--- src/rtl/pipe_ctrl_pkg.sv ---
// pipe_ctrl_pkg
// Shared definitions for the pipeline stall/flush controller:
//   XZR            - architectural zero register index; never part of a hazard
//   shadow_entry_t - hazard-relevant fields tracked for one in-flight instruction
//   ENTRY_W        - flattened width of shadow_entry_t, used on module ports
//   CNT_W_DEFAULT  - default width of the stall/flush event counters
//   src_match()    - true when a used source register names a real destination
package pipe_ctrl_pkg;

  localparam logic [4:0] XZR = 5'd31;

  localparam int CNT_W_DEFAULT = 16;

  typedef struct packed {
    logic       valid;
    logic [4:0] rd;
    logic       reg_write;
    logic       mem_read;
    logic       flag_write;
  } shadow_entry_t;

  localparam int ENTRY_W = $bits(shadow_entry_t);

  // A source that is not read, or a destination of XZR, can never create a
  // dependency, so both are filtered here rather than at every call site.
  function automatic logic src_match(input logic       used,
                                     input logic [4:0] src,
                                     input logic [4:0] rd);
    return used && (src == rd) && (rd != XZR);
  endfunction

endpackage

--- src/rtl/hazard_shadow_stage.sv ---
// hazard_shadow_stage
// One shadow pipeline entry (flattened shadow_entry_t).
// Ports:
//   clk   in  pipeline clock
//   reset in  asynchronous, active-high reset; entry becomes invalid
//   load  in  capture d on the next clock edge
//   clear in  invalidate the entry on the next clock edge; wins over load
//   d     in  next entry contents
//   q     out current entry contents
module hazard_shadow_stage
  import pipe_ctrl_pkg::*;
(
  input  logic               clk,
  input  logic               reset,
  input  logic               load,
  input  logic               clear,
  input  logic [ENTRY_W-1:0] d,
  output logic [ENTRY_W-1:0] q
);

  // All-zero is an invalid entry, so clear and reset share the same value.
  always_ff @(posedge clk or posedge reset) begin
    if (reset) begin
      q <= '0;
    end else if (clear) begin
      q <= '0;
    end else if (load) begin
      q <= d;
    end
  end

endmodule

--- src/rtl/pipeline_hazard_ctrl.sv ---
// pipeline_hazard_ctrl
// Central stall/flush controller for the 5-stage pipeline. Shadows the
// hazard-relevant fields of the EX and MEM instructions, detects load-use and
// flag-use hazards against the ID instruction, squashes younger instructions
// on a taken branch in MEM, and keeps saturating stall/flush event counters.
// Ports:
//   clk, reset                 clock, asynchronous active-high reset
//   id_*                       fields of the instruction currently in ID
//   mem_take_branch            branch resolved taken in MEM this cycle
//   pc_enable, if_id_enable    low during a stall cycle
//   id_ex_enable               always 1; ID/EX is steered by id_ex_bubble
//   id_ex_bubble               zero the ID/EX control inputs (stall or flush)
//   if_id_flush, ex_mem_flush  squash IF/ID and EX/MEM on a taken branch
//   stall_count, flush_count   saturating debug event counters
module pipeline_hazard_ctrl
  import pipe_ctrl_pkg::*;
#(
  parameter int CNT_W = CNT_W_DEFAULT
) (
  input  logic             clk,
  input  logic             reset,
  input  logic             id_valid,
  input  logic [4:0]       id_rs1,
  input  logic [4:0]       id_rs2,
  input  logic             id_uses_rs1,
  input  logic             id_uses_rs2,
  input  logic [4:0]       id_rd,
  input  logic             id_reg_write,
  input  logic             id_mem_read,
  input  logic             id_flag_write,
  input  logic             id_reads_flags,
  input  logic             mem_take_branch,
  output logic             pc_enable,
  output logic             if_id_enable,
  output logic             id_ex_enable,
  output logic             id_ex_bubble,
  output logic             if_id_flush,
  output logic             ex_mem_flush,
  output logic [CNT_W-1:0] stall_count,
  output logic [CNT_W-1:0] flush_count
);

  shadow_entry_t      id_entry;
  shadow_entry_t      ex_entry;
  logic [ENTRY_W-1:0] ex_q;
  logic [ENTRY_W-1:0] mem_q;

  logic load_use;
  logic flag_hazard;
  logic stall;
  logic flush;

  assign id_entry = '{valid:      id_valid,
                      rd:         id_rd,
                      reg_write:  id_reg_write,
                      mem_read:   id_mem_read,
                      flag_write: id_flag_write};

  assign ex_entry = shadow_entry_t'(ex_q);

  // On a stall the EX shadow takes the bubble, which is what releases the
  // stall on the following cycle.
  hazard_shadow_stage u_ex_shadow (
    .clk   (clk),
    .reset (reset),
    .load  (1'b1),
    .clear (flush | stall),
    .d     (id_entry),
    .q     (ex_q)
  );

  // MEM keeps the full entry layout so the two shadows stay interchangeable.
  hazard_shadow_stage u_mem_shadow (
    .clk   (clk),
    .reset (reset),
    .load  (1'b1),
    .clear (flush),
    .d     (ex_q),
    .q     (mem_q)
  );

  assign load_use = ex_entry.valid & ex_entry.mem_read & ex_entry.reg_write &
                    (src_match(id_uses_rs1, id_rs1, ex_entry.rd) |
                     src_match(id_uses_rs2, id_rs2, ex_entry.rd));

  assign flag_hazard = ex_entry.valid & ex_entry.flag_write & id_reads_flags;

  // A taken branch squashes the ID instruction anyway, so it overrides any stall.
  assign flush = mem_take_branch;
  assign stall = id_valid & (load_use | flag_hazard) & ~flush;

  assign pc_enable    = ~stall;
  assign if_id_enable = ~stall;
  assign id_ex_enable = 1'b1;
  assign id_ex_bubble = stall | flush;
  assign if_id_flush  = flush;
  assign ex_mem_flush = flush;

  always_ff @(posedge clk or posedge reset) begin
    if (reset) begin
      stall_count <= '0;
    end else if (stall && (stall_count != {CNT_W{1'b1}})) begin
      stall_count <= stall_count + 1'b1;
    end
  end

  always_ff @(posedge clk or posedge reset) begin
    if (reset) begin
      flush_count <= '0;
    end else if (flush && (flush_count != {CNT_W{1'b1}})) begin
      flush_count <= flush_count + 1'b1;
    end
  end

endmodule

--- config.mk ---
export PLATFORM = sky130hd
export DESIGN_NAME = pipeline_hazard_ctrl
export DESIGN_NICKNAME = d
export VERILOG_FILES = /design/src/rtl/pipe_ctrl_pkg.sv /design/src/rtl/hazard_shadow_stage.sv /design/src/rtl/pipeline_hazard_ctrl.sv
export SDC_FILE = /design/constraint.sdc
export NUM_CORES = 1
export LEC_CHECK = 0
export ABC_AREA = 1
export CELL_PAD_IN_SITES_DETAIL_PLACEMENT = 2
export CELL_PAD_IN_SITES_GLOBAL_PLACEMENT = 2
export CORE_MARGIN = 2
export CORE_UTILIZATION = 25
export CTS_CLUSTER_DIAMETER = 120
export DETAILED_ROUTE_END_ITERATION = 6
export GPL_TIMING_DRIVEN = 0
export PLACE_DENSITY_LB_ADDON = 0.1
export SYNTH_ARGS = -nofsm -noshare
export SYNTH_HDL_FRONTEND = slang
export SYNTH_HIERARCHICAL = 1
export SYNTH_SLANG_ARGS = --single-unit
export TNS_END_PERCENT = 50
--- constraint.sdc ---
create_clock -name clk -period 2.4 [get_ports clk]
set_input_delay 0.72 -clock clk [delete_from_list [all_inputs] [get_ports clk]]
set_output_delay 0.72 -clock clk [all_outputs]
set_load 0.02 [all_outputs]
# [Word-level counts from Yosys, hierarchy flattened]
# Cells that the tools add are included.
[totals] reg_bits=41 latchBits=0 ramBits=0 romBits=0 in_bits=25 output_inout_bits=38 elab_cells=29 n_memories=0
[classes] addsub=2 mul=0 div_mod_pow=0 magnitude_cmp=0 eq_ne=5 shifts=0 mux=1 n_bitwise=12 n_reduce_logical=6
[op_table] operator="adder 16 x 1 -> 16 bit (second input constant)" count=2
[op_table] operator="!= test 16 bit (second input constant)" count=2
[op_table] operator="equality test 5 bit" count=2
[op_table] operator="2-to-1 mux 9 bit" count=1
[op_table] operator="AND 1 bit" count=7
[op_table] operator="logical AND 1 bit" count=6
[op_table] operator="!= test 5 bit (second input constant)" count=1
[op_table] operator="bitwise OR 1 bit" count=3
[op_table] operator="inverter 1 bit" count=2

# [Logic depth before layout (Yosys ltp)]
[logic_depth] word_depth=10 depth_mapped=12

# [Cells and area by module]
# The synthesis kept the hierarchy.
[by_module_without_submodules] module="pipeline_hazard_ctrl" instances=1 cells_each=279 area_per_inst_um2=2075.7 seq_area_each_um2=800.8
[by_module_without_submodules] module="hazard_shadow_stage" instances=1 cells_each=40 area_per_inst_um2=376.6 seq_area_each_um2=225.2

# [Least setup slack after synthesis]
# Ideal clock, no wire load.
[synth_path] path_kind="input port to output port" from="input id_rs2[1]" to="output pc_enable" arrival_ns=1.868 t_required_ns=1.680 path_slack_ns=-0.188 stages=11 n_path_buf=2 path_cell_list="inv_1 -> nand2_1 -> nand2_1 -> nor2_1 -> nand3_1 -> nand2_1 -> nand2_1 -> a21oi_4 -> buf_4 -> nand2_1 -> buf_4"
[synth_via] elab_chain_cells=9
[synth_lines] item="start, declared" line_no="pipeline_hazard_ctrl.sv:24" source="input logic [4:0] id_rs2,"
[synth_lines] item="equality test 5 bit" line_no="pipe_ctrl_pkg.sv:29" source="return used && (src == rd) && (rd != XZR);"
[synth_lines] item="logical AND 1 bit (2 in series)" line_no="pipe_ctrl_pkg.sv:29"
[synth_lines] item="bitwise OR 1 bit" line_no="pipeline_hazard_ctrl.sv:83" source="(src_match(id_uses_rs1, id_rs1, ex_entry.rd) |"
[synth_lines] item="AND 1 bit" line_no="pipeline_hazard_ctrl.sv:82" source="assign load_use = ex_entry.valid & ex_entry.mem_read & ex_entry.reg_write &"
[synth_lines] item="bitwise OR 1 bit" line_no="pipeline_hazard_ctrl.sv:90" source="assign stall = id_valid & (load_use | flag_hazard) & ~flush;"
[synth_lines] item="AND 1 bit (2 in series)" line_no="pipeline_hazard_ctrl.sv:90"
[synth_lines] item="inverter 1 bit"
[synth_lines] item="end, declared" line_no="pipeline_hazard_ctrl.sv:33" source="output logic pc_enable,"
# Every way passes these cells.

# [Worst setup path in the final report]
[layout_path] from="input id_rs2[3]" to="output pc_enable"
[layout_via] elab_chain_cells=9
[layout_lines] item="equality test 5 bit" line_no="pipe_ctrl_pkg.sv:29"
[layout_lines] item="logical AND 1 bit (2 in series)" line_no="pipe_ctrl_pkg.sv:29"
[layout_lines] item="bitwise OR 1 bit" line_no="pipeline_hazard_ctrl.sv:83"
[layout_lines] item="AND 1 bit" line_no="pipeline_hazard_ctrl.sv:82"
[layout_lines] item="bitwise OR 1 bit" line_no="pipeline_hazard_ctrl.sv:90"
[layout_lines] item="AND 1 bit (2 in series)" line_no="pipeline_hazard_ctrl.sv:90"
[layout_lines] item="inverter 1 bit" line_no="pipeline_hazard_ctrl.sv:92" source="assign pc_enable = ~stall;"
# Every way passes these cells.

==> results_dict.tcl <==
set metrics [dict create \
    gp_congestion 0.747 \
    antenna_found_initial 0 \
    hold_class "flip-flop to flip-flop" \
    synth.distinct_cells 29 \
    final_core_utilization_pct 36.5 \
    setup_tns_ns -0.424 \
    grt_pass1_vias 2608 \
    rows 36 \
    yosysWarnings 6 \
    worstMarginPinSlew_ns 0.760 \
    clock_sinks 41 \
    path_cells "buf_6 > inv_2 > nand2_1 > nand2_1 > nor2_1 > nand3_1 > nand2_1 > nand2_2 > a21oi_4 > buf_8 > nand2_8 > buf_6 > buf_6" \
    post-route-period-util_pct 108 \
    dieHeight_um 103 \
    h-tree-depth 2 \
    max-slew-margin-rel_pct 49.3 \
    yosys-top-cells-count "110 x nand2_1, 41 x dfrtp_1, 32 x inv_1" \
    rsz0062_at_grt "yes" \
    path_class "input port to primary output" \
    synth_cells 319 \
    yosysTopAreaCellShare_pct 41.8 \
    dp.final_hpwl_um 5850 \
    skew_ns 0.00754 \
    drc 0 \
    ir_drop_uv 324 \
    viasPerCell 4.53 \
    io_pins 63 \
    hold_violations 0 \
    p_per_area_nw_per_um2 530 \
    clock_latency_ns 0.30 \
    first_pass_iters 4 \
    yosysMostFrequentCell "nand2_1" \
    maxCapViolations 0 \
    synth_enable_flop_cells 0 \
    track_usage_pct 15.7 \
    critical_path_required_ns 1.68 \
    cp_num_buf_inv 5 \
    synthFlopType "dfrtp_1" \
    clock.fmax_mhz 387 \
    critical_path.slowest_cell "a21oi_4" \
    vias 2408 \
    die-area_um2 10600 \
    critPathLaunchType "input port" \
    cp_max_fo 3 \
    ant_nets 0 \
    initial_utilization_pct 25.4 \
    drt_iter0_drc 35 \
    wire_per_inst_um 14.8 \
    root_buffer "clkbuf_8" \
    arrival_ns 1.86 \
    path_clk_slew_ns 0.09 \
    p_leak_nw 1.72 \
    setup_viol 3 \
    syn2layout_area_growth_pct 43.3 \
    synth_area_um2 2450 \
    ys_seq_area_share_pct 41.8 \
    avgSynthCellArea_um2 7.69 \
    period_needed_ns 2.58 \
    grt.overflow.total 0 \
    hold_buffers 0 \
    slowest_delay_ns 0.16 \
    insertedDiodeCount 0 \
    grt_pass1_wl_um 13000 \
    io_buffers 61 \
    violations "setup timing" \
    setup_ws_ns -0.184 \
    cts_tree "yes" \
    ys_top_cells_by_area "dfrtp_1 42%, nand2_1 17%, xor2_1 6.1%, nand3_1 5.5%, nand4_1 5.4%" \
    synth_seq_cells 41 \
    clock_path_buffers 2 \
    numCtsBuffers 5 \
    critPathTopFamily "simple AND/OR/NAND/NOR gates" \
    die_w_um 103 \
    cp-end-kind "primary output" \
    core_area_um2 9640 \
    yosys.area.top_type "dfrtp_1" \
    async_flop_share_pct 100 \
    routed_wl_um 7880 \
    status "finished, violations left" \
    power.total_w 0.00186 \
    slew_violations 0 \
    grt_max_degree 33 \
    drive_gt1_share_pct 20.9 \
    num-nets-final 424 \
]
## kinds of logic after synthesis
| logic type | count (synthesis) | synth area share, % |
|---|---|---|
| DFF | 41 | 41.8 |
| and+or+nand+nor | 199 | 37.8 |
| other | 1 | 0.153 |
| xor gates and xnor gates | 27 | 9.64 |
| adders and majority gates | 2 | 1.02 |
| AOI/OAI and AO/OA | 2 | 0.970 |
| buffers and inverters | 47 | 8.62 |
## repair_timing
item	in CTS	in global routing
setup buffers	7	2
gates resized for setup	99	4
pin swaps	25	3
endpoints found under the setup margin	23	3
## layer usage
layer	global-route usage, %	wire length [um]
met5	0	0
met4	3.34	60
met3	2.85	255
met2	26.3	3810
met1	21.2	3750
## power breakdown
part           internal, W  switching (W)  total, W
registers         0.000754      0.0000761  0.000830
clock network     0.000340       0.000261  0.000601
logic             0.000211       0.000220  0.000431
## placed cells by master, fill, tap and decap left out, types with 3 or more instances in the layout
cell,synthesis,final
inv_1,32,22
inv_2,5,12
nand2_1,110,102
nand4_1,21,21
dlygate4sd2_1,0,4
nor2_1,20,20
nand3_1,27,26
nor3_1,7,6
buf_4,5,12
inv_8,0,3
nand2_2,1,8
dfrtp_2,0,3
clkbuf_8,0,7
buf_6,2,14
xnor2_1,10,10
xor2_1,17,17
buf_2,1,4
clkdlybuf4s50_1,0,41
nor2_2,4,4
dfrtp_1,41,38
## cell type report
type / instances / area [um^2]
Fill cell: 1145 / 6120
Multi-Input combinational cell: 232 / 1260
Sequential cell: 41 / 1030
Timing Repair Buffer: 70 / 678
Tap cell: 133 / 166
Inverter: 37 / 161
Buffer: 10 / 97.6
Clock buffer: 7 / 86.3
Clock inverter: 1 / 30.0
## through the flow
step	setup slack [ns]	hold slack [ns]	instance area, um^2	instances
floorplan	-0.0370	0.548	2510	320
global placement	-1.48	0.489	3290	514
detailed placement	-1.46	0.502	3290	514
CTS	-0.207	0.515	3500	529
global route	-0.291	0.563	3510	531
finish	-0.184	0.506	3510	531
## path summary, 6_finish.rpt
check / startpoint / endpoint / slack, ns / depth (start not counted)
worst min register to register: flush_count[5]$_DFFE_PP0P_ / flush_count[5]$_DFFE_PP0P_ / 0.51 / 1
max in group asynchronous: reset / stall_count[6]$_DFFE_PP0P_ / 0.99 / 2
worst max-delay path: id_rs2[3] / pc_enable / -0.18 / 13
worst max register to register: u_ex_shadow/q[7]$_DFFE_PP0P_ / u_ex_shadow/q[6]$_DFFE_PP0P_ / 0.44 / 14
min in group asynchronous: reset / u_ex_shadow/q[6]$_DFFE_PP0P_ / 0.75 / 2
worst min-delay path: flush_count[5]$_DFFE_PP0P_ / flush_count[5]$_DFFE_PP0P_ / 0.51 / 1
## state kept, by name, summed over array words and instances, names as in the netlist
register       flops
flush_count       16
stall_count       16
u_ex_shadow/q      9
(Power assumes the default switching activity.)
==> patch (same settings) <==
Register the output `flush_count` once more, cleared by the reset; this adds one clock of latency there. The other outputs are not delayed to match.
--- a/src/rtl/pipeline_hazard_ctrl.sv
+++ b/src/rtl/pipeline_hazard_ctrl.sv
@@ -41,2 +41,4 @@
 );
+
+  logic [CNT_W-1:0] flush_count_s0;
 
@@ -108,5 +110,13 @@
     if (reset) begin
+      flush_count_s0 <= '0;
+    end else if (flush && (flush_count_s0 != {CNT_W{1'b1}})) begin
+      flush_count_s0 <= flush_count_s0 + 1'b1;
+    end
+  end
+
+  always_ff @(posedge clk or posedge reset) begin
+    if (reset) begin
       flush_count <= '0;
-    end else if (flush && (flush_count != {CNT_W{1'b1}})) begin
-      flush_count <= flush_count + 1'b1;
+    end else begin
+      flush_count <= flush_count_s0;
     end
Behaviour: not the same (Yosys sat finds a counterexample within 4 cycles, from zero or initial values and one cycle with reset high).
==> patch against the unedited design <==
The flow still finishes with violations (setup timing); clock power is 100% higher; non-clock buffer count rose by 5; sequential cell count grew 16; area after synthesis increased by 20%; total power rose by 61%; wire length rose by 9.1%; design area rose by 22%; cell count rose by 9.8%; worst setup slack got worse by 66 ps; critical path depth did not move; critical endpoint unchanged; largest cell class is now sequential cells; highest routed layer unchanged.
==> patch: results (changes against the unedited design) <==
outcome: complete, but fails checks
failing checks: setup timing
Critical Path AT: 1930 ps (+70 ps)
R2R depth: 12 (-2)
Min-Delay Endpoint: flush_count[15]$_DFF_PP0_
share of layout cells above drive strength 1: 27.5% (+6.6 points)
global-route wire length before repair: 14600 um (+13%)
clock-pin slew on the worst setup and hold paths: 50 ps (-40 ps)
Post-Synth Adder-Cell Area: 0.849% (-0.17 points)
Synth top cells by count: nand2_1, dfrtp_1, inv_1, nand3_1, nor2_1
top flop regs: flush_count: 16 flops, flush_count_s0: 16 flops, stall_count: 16 flops
Netlist cell types: 32 (+10%)
gp weighted congestion: 0.752 (+0.68%)
Synth Area in Compound Gates: 1.06% (+0.091 points)
Fin Clk Skew: 7.79 ps (+0.246 ps)
crit path from: id_rs1[2]
Final setup viols: 3 (unchanged)
Synth Area in XOR/XNOR: 8.32% (-1.3 points)
cts bufs inserted: 9 (+4)
Area contributors post-synth: dfrtp_1, nand2_1, xor2_1, nand3_1, inv_1
CTS Root Cell: clkbuf_16
leakage: 2.00 nW (+16%)
DR vias: 2628 (+9.1%)
vias in the first global route: 2903 (+11%)
1st-iter DRT viols: 69 (+97%)
worst setup margin: -250 ps (-65.8 ps)
launching point of the worst reg2reg path: u_ex_shadow/q[3]$_DFFE_PP0P_
Worst R2R End: u_ex_shadow/q[3]$_DFFE_PP0P_
maximum VDD drop: 0.352 mV (+8.8%)
Place WS: -1410 ps (+52.7 ps)
Total GRT Usage: 14.6% (-1.1 points)
clock latency on the worst-skew pair: 320 ps (+20 ps)
H-tree levels: 3 (+1)
## patch: worst max-delay path: stages
cell and delay [ps]:
buf_8 90, inv_8 20, nand2_2 40, nand2_2 50, nor2_2 110, nand3_1 100
nand2_2 110, nand2_4 60, a21oi_4 200, buf_8 140, nand2_8 40, buf_6 110
buf_6 120
## patch: where the power goes
part | internal [mW] | switching (mW)
logic | 0.256 | 0.334
registers | 1.10 | 0.108
clock network | 0.748 | 0.452
## patch: kinds of logic (layout without fill, tap and decap cells)
kind of cell	Yosys count	count (layout)
AOI/OAI and AO/OA	4	4
other	1	2
buffers and inverters	46	136
adders and majority gates	2	2
DFF	57	57
xor gates and xnor gates	28	28
and+or+nand+nor	211	211
## patch: metrics by stage
step	TNS, ps	instances	cell area (um2)	hold WS [ps]	utilization, %
after floorplan	-16.9	350	3000	374	-
after global placement	-38430	554	3780	399	33.0
after detailed placement	-11530	555	3800	400	33.2
after CTS	-600	577	4150	411	36.2
after global routing	-880	583	4280	425	37.4
final	-649	583	4280	408	37.4
## patch: routing by layer
metal	GRT usage [%]	up-vias	share of wire (%)
met2	25.6	41	53
met1	17.8	1308	42
met5	0	-	0
met3	2.86	7	2.9
li1	-	1272	-
met4	4.88	0	1.2
## patch: repair_timing
action	in CTS	in global routing
resized for setup	88	29
endpoints found under the hold margin	0	0
endpoints found under the setup margin	14	3
pin swaps	24	19
buffers inserted	7	6
## patch: cell type report
cell class	instances	area [um2]
buffer	10	86.3
clock buffer	11	253
clock inverter	4	28.8
fill	1305	7180
inverter	36	158
multi-input combinational	247	1420
sequential	57	1430
tap	143	179
timing repair buffer	75	727
